$ cat src/rtl/pe2ddr_wr_addr_gen.sv
// pe2ddr_wr_addr_gen: turns one strided transfer descriptor (start address,
// row bytes, row stride, row count) into AXI4 write-address bursts limited by
// MAX_BEATS and the 4 KB boundary, and counts outstanding B responses.
//
// state  | meaning
// IDLE   | waiting for start; done high
// CALC   | size the next burst from rem, MAX_BEATS and 4 KB distance
// ADDR   | present awaddr/awlen, wait for handshake (throttled by MAX_OUTST)
// DRAIN  | all bursts issued, wait for outstanding B responses
module pe2ddr_wr_addr_gen #(
  parameter int DDR_ADDR_W = 32,
  parameter int BURST_W    = 16,
  parameter int DATA_BYTES = 32,
  parameter int MAX_BEATS  = 16,
  parameter int MAX_OUTST  = 8
) (
  input  logic                  clk,
  input  logic                  rst_n,
  input  logic                  start,
  output logic                  done,
  input  logic [DDR_ADDR_W-1:0] st_addr,
  input  logic [BURST_W-1:0]    burst,
  input  logic [DDR_ADDR_W-1:0] step,
  input  logic [BURST_W-1:0]    burst_num,
  output logic [DDR_ADDR_W-1:0] awaddr,
  output logic [7:0]            awlen,
  output logic                  awvalid,
  input  logic                  awready,
  input  logic                  bvalid,
  input  logic [1:0]            bresp,
  output logic                  bready,
  output logic                  err
);

  localparam int SH = $clog2(DATA_BYTES);
  localparam int OW = $clog2(MAX_OUTST + 1);
  localparam int LW = (BURST_W > 13) ? BURST_W : 13;

  typedef enum logic [1:0] {S_IDLE, S_CALC, S_ADDR, S_DRAIN} state_t;

  state_t                r_state;
  logic [DDR_ADDR_W-1:0] r_row_addr;
  logic [DDR_ADDR_W-1:0] r_cur_addr;
  logic [DDR_ADDR_W-1:0] r_step;
  logic [BURST_W-1:0]    r_row_cnt;
  logic [BURST_W-1:0]    r_rows;
  logic [BURST_W-1:0]    r_row_beats;
  logic [BURST_W-1:0]    r_rem;
  logic [LW-1:0]         r_len;
  logic [OW-1:0]         r_outst;
  logic [DDR_ADDR_W-1:0] r_awaddr;
  logic [7:0]            r_awlen;
  logic                  r_awvalid;
  logic                  r_done;
  logic                  r_err;
  logic                  r_bready;

  logic                  w_aw_hs;
  logic                  w_b_acc;
  logic [OW-1:0]         w_outst_nxt;
  logic                  w_outst_ok;
  logic [BURST_W-1:0]    w_start_beats;
  logic [12:0]           w_4k_room;
  logic [LW-1:0]         w_4k_beats;
  logic [LW-1:0]         w_len;
  logic [BURST_W-1:0]    w_rem_left;
  logic [DDR_ADDR_W-1:0] w_cur_adv;
  logic [DDR_ADDR_W-1:0] w_row_next;
  logic                  w_more_rows;

  assign w_aw_hs       = r_awvalid & awready;
  // A response with nothing outstanding is ignored entirely.
  assign w_b_acc       = bvalid & r_bready & (r_outst != '0);
  assign w_start_beats = burst >> SH;
  assign w_4k_room     = 13'h1000 - {1'b0, r_cur_addr[11:0]};
  assign w_4k_beats    = LW'(w_4k_room >> SH);
  assign w_rem_left    = r_rem - BURST_W'(r_len);
  assign w_cur_adv     = r_cur_addr + (DDR_ADDR_W'(r_len) << SH);
  assign w_row_next    = r_row_addr + r_step;
  assign w_more_rows   = ((BURST_W+1)'(r_row_cnt) + (BURST_W+1)'(1)) < (BURST_W+1)'(r_rows);
  assign w_outst_ok    = w_outst_nxt < OW'(MAX_OUTST);

  // Outstanding count after this cycle's AW handshake and B acceptance.
  always_comb begin
    w_outst_nxt = r_outst;
    if (w_aw_hs && !w_b_acc)
      w_outst_nxt = r_outst + OW'(1);
    else if (!w_aw_hs && w_b_acc)
      w_outst_nxt = r_outst - OW'(1);
  end

  // Burst length: smallest of remaining beats, MAX_BEATS and beats to the 4 KB line.
  always_comb begin
    w_len = LW'(r_rem);
    if (w_len > LW'(MAX_BEATS))
      w_len = LW'(MAX_BEATS);
    if (w_len > w_4k_beats)
      w_len = w_4k_beats;
    // An unaligned address right below the 4 KB line must still make progress.
    if (w_len == '0)
      w_len = LW'(1);
  end

  // Main sequencer with registered AXI outputs and response tracking.
  always_ff @(posedge clk) begin
    if (!rst_n) begin
      r_state     <= S_IDLE;
      r_row_addr  <= '0;
      r_cur_addr  <= '0;
      r_step      <= '0;
      r_row_cnt   <= '0;
      r_rows      <= '0;
      r_row_beats <= '0;
      r_rem       <= '0;
      r_len       <= '0;
      r_outst     <= '0;
      r_awaddr    <= '0;
      r_awlen     <= '0;
      r_awvalid   <= 1'b0;
      r_done      <= 1'b1;
      r_err       <= 1'b0;
      r_bready    <= 1'b0;
    end else begin
      r_bready <= 1'b1;
      r_outst  <= w_outst_nxt;
      if (w_b_acc && (bresp != 2'b00))
        r_err <= 1'b1;

      case (r_state)
        S_IDLE: begin
          if (start) begin
            r_row_addr  <= st_addr;
            r_cur_addr  <= st_addr;
            r_step      <= step;
            r_rows      <= burst_num;
            r_row_cnt   <= '0;
            r_row_beats <= w_start_beats;
            r_rem       <= w_start_beats;
            r_err       <= 1'b0;
            r_done      <= 1'b0;
            if ((burst_num == '0) || (w_start_beats == '0))
              r_state <= S_DRAIN;
            else
              r_state <= S_CALC;
          end else begin
            r_done <= 1'b1;
          end
        end

        S_CALC: begin
          r_awaddr  <= r_cur_addr;
          r_awlen   <= 8'(w_len - LW'(1));
          r_len     <= w_len;
          r_awvalid <= w_outst_ok;
          r_state   <= S_ADDR;
        end

        S_ADDR: begin
          if (w_aw_hs) begin
            r_awvalid <= 1'b0;
            if (w_rem_left != '0) begin
              r_cur_addr <= w_cur_adv;
              r_rem      <= w_rem_left;
              r_state    <= S_CALC;
            end else if (w_more_rows) begin
              r_row_cnt  <= r_row_cnt + BURST_W'(1);
              r_row_addr <= w_row_next;
              r_cur_addr <= w_row_next;
              r_rem      <= r_row_beats;
              r_state    <= S_CALC;
            end else begin
              r_cur_addr <= w_cur_adv;
              r_rem      <= w_rem_left;
              r_state    <= S_DRAIN;
            end
          end else begin
            // Only ever drops at the limit before the first assertion of a burst.
            r_awvalid <= w_outst_ok;
          end
        end

        S_DRAIN: begin
          if (r_outst == '0)
            r_state <= S_IDLE;
        end

        default: r_state <= S_IDLE;
      endcase
    end
  end

  assign awaddr  = r_awaddr;
  assign awlen   = r_awlen;
  assign awvalid = r_awvalid;
  assign done    = r_done;
  assign err     = r_err;
  assign bready  = r_bready;

endmodule

$ cat config.mk
export PLATFORM = sky130hd
export DESIGN_NAME = pe2ddr_wr_addr_gen
export DESIGN_NICKNAME = d
export VERILOG_FILES = /design/src/rtl/pe2ddr_wr_addr_gen.sv
export SDC_FILE = /design/constraint.sdc
export NUM_CORES = 1
export LEC_CHECK = 0
export CAP_MARGIN = 25
export CORE_MARGIN = 4
export CORE_UTILIZATION = 55
export DETAILED_ROUTE_END_ITERATION = 8
export GPL_TIMING_DRIVEN = 0
export PLACE_DENSITY = 0.78
export SLEW_MARGIN = 20
export SYNTH_ARGS = -nofsm -noshare
export SYNTH_HDL_FRONTEND = slang
export SYNTH_SLANG_ARGS = --single-unit
$ cat constraint.sdc
create_clock -name clk -period 8.7 [get_ports clk]
set_input_delay 1.305 -clock clk [delete_from_list [all_inputs] [get_ports clk]]
set_output_delay 1.305 -clock clk [all_outputs]
set_load 0.02 [all_outputs]
Yosys cells after proc, flatten, opt, wreduce, memory -nomap -nowiden
Cells that the tools add are included.
{"block": "totals", "register_bits": 221, "input_bits": 103, "out_inout_bits": 44, "word_cells": 98}
{"block": "op_classes", "addsub": 9, "order_cmp": 4, "eq_ne": 8, "muxes": 38, "bitwise_logic": 3, "reduce_logical": 20}
{"cell": "32-bit 2-to-1 mux", "count": 7}
{"cell": "16-bit 2-to-1 mux", "count": 11}
{"cell": "32-bit one-hot mux with 2 select lines", "count": 2}
{"cell": "16-bit one-hot mux with 2 select lines", "count": 2}
{"cell": "16-bit logical NOT", "count": 3}
{"cell": "32-bit by 21-bit adder with 32-bit output", "count": 1}
{"cell": "32-bit adder", "count": 1}
{"cell": "16-bit by 1-bit adder with 17-bit output (second input constant)", "count": 1}
{"cell": "17-bit by 16-bit < comparator with 1-bit output", "count": 1}
{"cell": "16-bit by 1-bit adder with 16-bit output (second input constant)", "count": 1}
{"cell": "16-bit by 5-bit greater-than comparator with 1-bit output (second input constant)", "count": 1}
{"cell": "16-bit by 8-bit greater-than comparator with 1-bit output", "count": 1}
{"cell": "16-bit nonzero test", "count": 1}
{"cell": "16-bit subtractor", "count": 1}
{"cell": "13-bit by 12-bit subtractor with 13-bit output (first input constant)", "count": 1}
{"cell": "2-bit 2-to-1 mux", "count": 6}
{"cell": "2-bit != test (second input constant)", "count": 5}
{"cell": "4-bit 2-to-1 mux", "count": 2}
{"cell": "2-bit one-hot mux with 4 select lines", "count": 1}
{"cell": "8-bit by 1-bit subtractor with 8-bit output (second input constant)", "count": 1}
{"cell": "1-bit 2-to-1 mux", "count": 6}
{"cell": "3-bit AND reduction", "count": 2}
{"cell": "2-bit nonzero test", "count": 3}
{"cell": "5-bit AND reduction", "count": 1}
{"cell": "14 further kinds", "count": 20}

Longest topological paths before layout
{"block": "depth", "word_depth": 8, "depth_mapped": 20, "depth_no_buf": 18}

Least setup slack after synthesis
Ideal clock, no wire load.
{"block": "synth_path", "path_kind": "register to register", "from": "register r_cur_addr[0]", "to": "register r_awlen[6] (netlist: awlen[6])", "setup_ns": 0.119, "arrival_ns": 4.396, "required_time_ns": 8.581, "setup_slack_ns": 4.185, "stages_incl_launch_ff": 19, "n_path_buf": 1, "period_less_slack_ns": 4.515, "cell_sequence": "dfxtp_1 or4_1 nor4_2 nand2b_1 or3_1 clkbuf_1 or3_1 nand2_1 ha_1 nand4_1 o21bai_1 a21oi_1 mux2_2 nor2_1 a31oi_1 ha_1 nand2_1 mux2_2 o221a_2"}
{"block": "synth_via", "elab_chain_cells": 6}
{"item": "start: declaration", "line_no": "43", "source": "logic [DDR_ADDR_W-1:0] r_cur_addr;"}
{"item": "start signal: assignment", "line_no": "133", "source": "r_cur_addr <= st_addr;"}
{"item": "start signal: assignment", "line_no": "162", "source": "r_cur_addr <= w_cur_adv;"}
{"item": "start signal: assignment", "line_no": "168", "source": "r_cur_addr <= w_row_next;"}
{"item": "13-bit by 12-bit subtractor with 13-bit output *", "line_no": "75", "source": "assign w_4k_room = 13'h1000 - {1'b0, r_cur_addr[11:0]};"}
{"item": "16-bit by 8-bit greater-than comparator with 1-bit output", "line_no": "97", "source": "if (w_len > w_4k_beats)"}
{"item": "16-bit 2-to-1 mux *", "line_no": "97"}
{"item": "16-bit logical NOT", "line_no": "100", "source": "if (w_len == '0)"}
{"item": "16-bit 2-to-1 mux *", "line_no": "100"}
{"item": "8-bit by 1-bit subtractor with 8-bit output *", "line_no": "152", "source": "r_awlen <= 8'(w_len - LW'(1));"}
{"item": "end signal: assignment", "line_no": "152"}
{"item": "end: declaration", "line_no": "52", "source": "logic [7:0] r_awlen;"}
Mark *: on every way between the ends. The rest lies on a longest branch, timed or not.
A chain may end at the register's enable or synchronous reset.

Worst setup path in the final report
{"block": "layout_path", "from": "register r_row_cnt[0]", "to": "register r_row_addr[4]"}
{"block": "layout_via", "elab_chain_cells": 4}
{"item": "start: declaration", "line_no": "45", "source": "logic [BURST_W-1:0] r_row_cnt;"}
{"item": "start signal: assignment", "line_no": "166", "source": "r_row_cnt <= r_row_cnt + BURST_W'(1);"}
{"item": "16-bit by 1-bit adder with 17-bit output", "line_no": "80", "source": "assign w_more_rows = ((BURST_W+1)'(r_row_cnt) + (BURST_W+1)'(1)) < (BURST_W+1)'(r_rows);"}
{"item": "17-bit by 16-bit < comparator with 1-bit output", "line_no": "80"}
{"item": "2-bit != test (no source line)"}
{"item": "5-bit AND reduction (no source line)"}
{"item": "end signal: assignment", "line_no": "132", "source": "r_row_addr <= st_addr;"}
{"item": "end signal: assignment", "line_no": "167", "source": "r_row_addr <= w_row_next;"}
{"item": "end: declaration", "line_no": "42", "source": "logic [DDR_ADDR_W-1:0] r_row_addr;"}
No other way between the ends.

==> summary.txt <==
count of flip-flops with a built-in enable after synthesis - 0
worst hold slack across all endpoints - 0.4563 ns
CTS tree - built
proportion of synthesized chip area in sequential cells - 0.3292
starting utilization of the core area - 0.5657
transition time at the pin with the least slew margin - 0.9935 ns
crit path time final - 5.556 ns
Initial DRC Count - 1530
H-tree depth reported by CTS - 1
fraction of layout instances using a drive strength above 1 - 0.04262
TNS Setup - 0 ns
ys flop type - sky130_fd_sc_hd__dfxtp_1
#FFs+latches synth - 221
maximum resistive drop on vdd - 0.2845 mV
cell at the root of the clock tree - sky130_fd_sc_hd__clkbuf_16
clock network latency to the later pin of the worst-skew pair - 0.55 ns
CTS Buf Count - 26
Cell variety after synth - 76
worst slew slack as a fraction of its limit - 0.3377
half-perimeter wire length of the detailed placement result - 35930 um
I/O pin cnt - 147
Crit. End Element - flop
Cell Count, Final, Fillers Out - 2196
worst-case clock buffer depth - 3
final setup skew - 0.02912 ns
netlist area before placement - 13440 sq um
# clock sinks - 221
result of the run - complete, no violations
number of cells after detailed placement - 2149
slack of the worst reg-to-reg path - 3.14 ns
max-slew violation count - 0
final routed wire length divided by cell count - 21.22 um
first drt pass iteration count - 6
unrepaired setup endpoints after global routing - no
power per cell area - 377.6 nW/um^2
# resized after CTS - 0
Hold/Removal Path Class - reg -> reg
Global Route Usage Sum - 0.3354
Post CTS Setup Buffer Count - 0
number of setup violations in the final report - 0
area of the die - 27000 sq um
startpoint kind of the worst setup timing path - flop
Leak - 6.544 nW
grt ovf - 0
maximum fanout along the worst path - 10
DRC errors left - 0
Ys Warns - 0
total number of nets in the final design - 2062
Via Count - 13.65k
number of hold-repair buffers added at the cts stage - 0
data arrival time at the worst-slack endpoint - 5.95 ns
placement row count - 56
global-route wire length before repair - 70840 um
routability congestion estimate from global placement - 0.9965
maximum clock rate - 180.0 MHz
area inside the core boundary - 23750 sq um
layout filler cell count - 1994
signed area change from the synthesized netlist to the final layout - 20.24%
proportion of register bits with asynchronous set or reset after synthesis - 0
clock transition time at the flip-flop clock pins of the worst setup and hold paths - 0.06 ns
Design Power - 0.006101 W
post-synthesis cell count - 1687
final critical-path share of the clock period - 0.6387
pin count of the biggest net entering global routing - 14
number of maximum-capacitance violations - 0
Final Hold Viols - 0
horizontal die dimension - 164.3 um
via count of the first global-routing pass - 12.76k
count of antenna diodes in the layout - 0
wirelength, routed - 46610 um
# port buffers - 141
required time reported for the critical path endpoint - 9.09 ns
via density per instance - 6.216
mean cell area of the mapped netlist - 7.966 sq um
antenna violations before repair - 0
die height - 164.3 um
antenna-violating nets left - 0
critical path class - reg -> reg
## cells by family (layout without fill, tap and decap cells)
logic type,count (synthesis),after routing,synth area share
AOI/OAI and AO/OA,507,507,0.2444
buffers and inverters,159,347,0.04637
and+or+nand+nor,561,561,0.1895
adders and majority gates,100,100,0.09479
xor gates and xnor gates,83,83,0.05410
muxes,55,55,0.04134
other,1,3,0.0002791
DFF,221,221,0.3292
## state kept, by name (all words and copies together) (netlist names), 2 cells and up
register,flops
r_outst,4
r_row_beats,11
awlen,8
r_row_cnt,16
r_step,32
awaddr,32
r_row_addr,32
r_cur_addr,32
r_rows,16
r_state,2
r_len,16
r_rem,16
## synthesized netlist by cell type, types with 8 or more instances
cell type	instances	area (sq um)
sky130_fd_sc_hd__nand2b_1	15	93.84
sky130_fd_sc_hd__a22oi_1	12	90.09
sky130_fd_sc_hd__o21bai_1	13	97.59
sky130_fd_sc_hd__inv_1	67	251.5
sky130_fd_sc_hd__mux2i_1	51	510.5
sky130_fd_sc_hd__o21ai_0	93	465.5
sky130_fd_sc_hd__nor4_1	13	81.33
sky130_fd_sc_hd__dfxtp_1	221	4424
sky130_fd_sc_hd__a221oi_1	8	70.07
sky130_fd_sc_hd__nand2_1	220	825.8
sky130_fd_sc_hd__buf_2	9	45.04
sky130_fd_sc_hd__a211oi_1	35	262.8
sky130_fd_sc_hd__and3_1	12	75.07
sky130_fd_sc_hd__nor3_1	27	135.1
sky130_fd_sc_hd__or3_1	12	75.07
sky130_fd_sc_hd__o211ai_1	15	112.6
sky130_fd_sc_hd__a21o_1	32	240.2
sky130_fd_sc_hd__nor2_1	154	578.1
sky130_fd_sc_hd__nor2b_1	12	75.07
sky130_fd_sc_hd__ha_1	97	1214
sky130_fd_sc_hd__and2_1	18	112.6
sky130_fd_sc_hd__xor2_1	29	254.0
sky130_fd_sc_hd__a21oi_1	179	895.9
sky130_fd_sc_hd__nand3_1	37	185.2
sky130_fd_sc_hd__a31oi_1	17	106.4
sky130_fd_sc_hd__clkbuf_1	71	266.5
sky130_fd_sc_hd__o21a_1	23	172.7
sky130_fd_sc_hd__xnor2_1	54	473.0
sky130_fd_sc_hd__nand4_1	19	118.9
## stage by stage
stage / area [sq um] / util / setup WS, ns
after floorplan: 13450 / - / 4.185
after global routing: 16160 / 0.6803 / 2.928
after CTS: 16150 / 0.6797 / 3.377
final: 16160 / 0.6803 / 3.144
after global placement: 15260 / 0.6423 / 3.534
after detailed placement: 15260 / 0.6425 / 3.438
## layer usage
metal	wire length [um]	share of wire	GRT usage	vias up
li1	-	-	-	6396
met1	19770	0.42	0.4636	6352
met2	19800	0.42	0.5124	753
met3	4875	0.10	0.06801	150
met4	2156	0.046	0.1372	0
met5	0	0	0	-
## final timing paths
kind	from	end	cells after the start
min	r_rows[2]$_SDFFE_PN0P_	r_rows[2]$_SDFFE_PN0P_	2
max reg2reg	r_row_cnt[0]$_SDFFE_PN0P_	r_row_addr[4]$_SDFFE_PN0P_	18
min reg2reg	r_rows[2]$_SDFFE_PN0P_	r_rows[2]$_SDFFE_PN0P_	2
max	r_row_cnt[0]$_SDFFE_PN0P_	r_row_addr[4]$_SDFFE_PN0P_	18
## cell usage in the layout (no fill, tap or decap), drive strengths merged, types with 23 or more instances in the layout
cell type	n
a211oi	35
inv	70
a21o	32
clkdlybuf4s50	141
nand2	220
clkbuf	106
ha	97
o21ai	95
a21oi	180
nor3	27
nand3	37
mux2i	51
dfxtp	221
o21a	23
nor2	154
xor2	29
xnor2	54
## power breakdown
part / internal, W / switching (W) / leakage, nW
sequential: 0.00128 / 0.000261 / 1.81
combinational: 0.00124 / 0.00219 / 4.29
clock: 0.000688 / 0.000442 / 0.441
## worst max-delay path, cell delays in order (launching register included)
cell and delay [ns]:
sky130_fd_sc_hd__dfxtp_1 0.42, sky130_fd_sc_hd__ha_1 0.27, sky130_fd_sc_hd__nand3_1 0.15, sky130_fd_sc_hd__nor2_1 0.44, sky130_fd_sc_hd__nand4_1 0.29, sky130_fd_sc_hd__inv_1 0.16, sky130_fd_sc_hd__nand3_1 0.10, sky130_fd_sc_hd__xnor2_1 0.24
sky130_fd_sc_hd__ha_1 0.29, sky130_fd_sc_hd__a21o_1 0.16, sky130_fd_sc_hd__a21oi_1 0.13, sky130_fd_sc_hd__o21ai_0 0.10, sky130_fd_sc_hd__a41oi_1 0.41, sky130_fd_sc_hd__nand3b_1 0.29, sky130_fd_sc_hd__nor4b_1 0.62, sky130_fd_sc_hd__o21ai_0 0.40
sky130_fd_sc_hd__clkbuf_1 0.35, sky130_fd_sc_hd__o21ai_0 0.48, sky130_fd_sc_hd__nor2_1 0.11
## layout make-up
cell class	instances	area, sq um	share of cell area
multi-input combinational	1309	8404	0.5201
sequential	221	4424	0.2738
timing repair buffer	142	1424	0.08812
clock buffer	35	745.7	0.04615
tap	319	399.1	0.02470
buffer	90	364.1	0.02253
inverter	69	259.0	0.01603
clock inverter	11	137.6	0.008518
(Power assumes the default switching activity.)
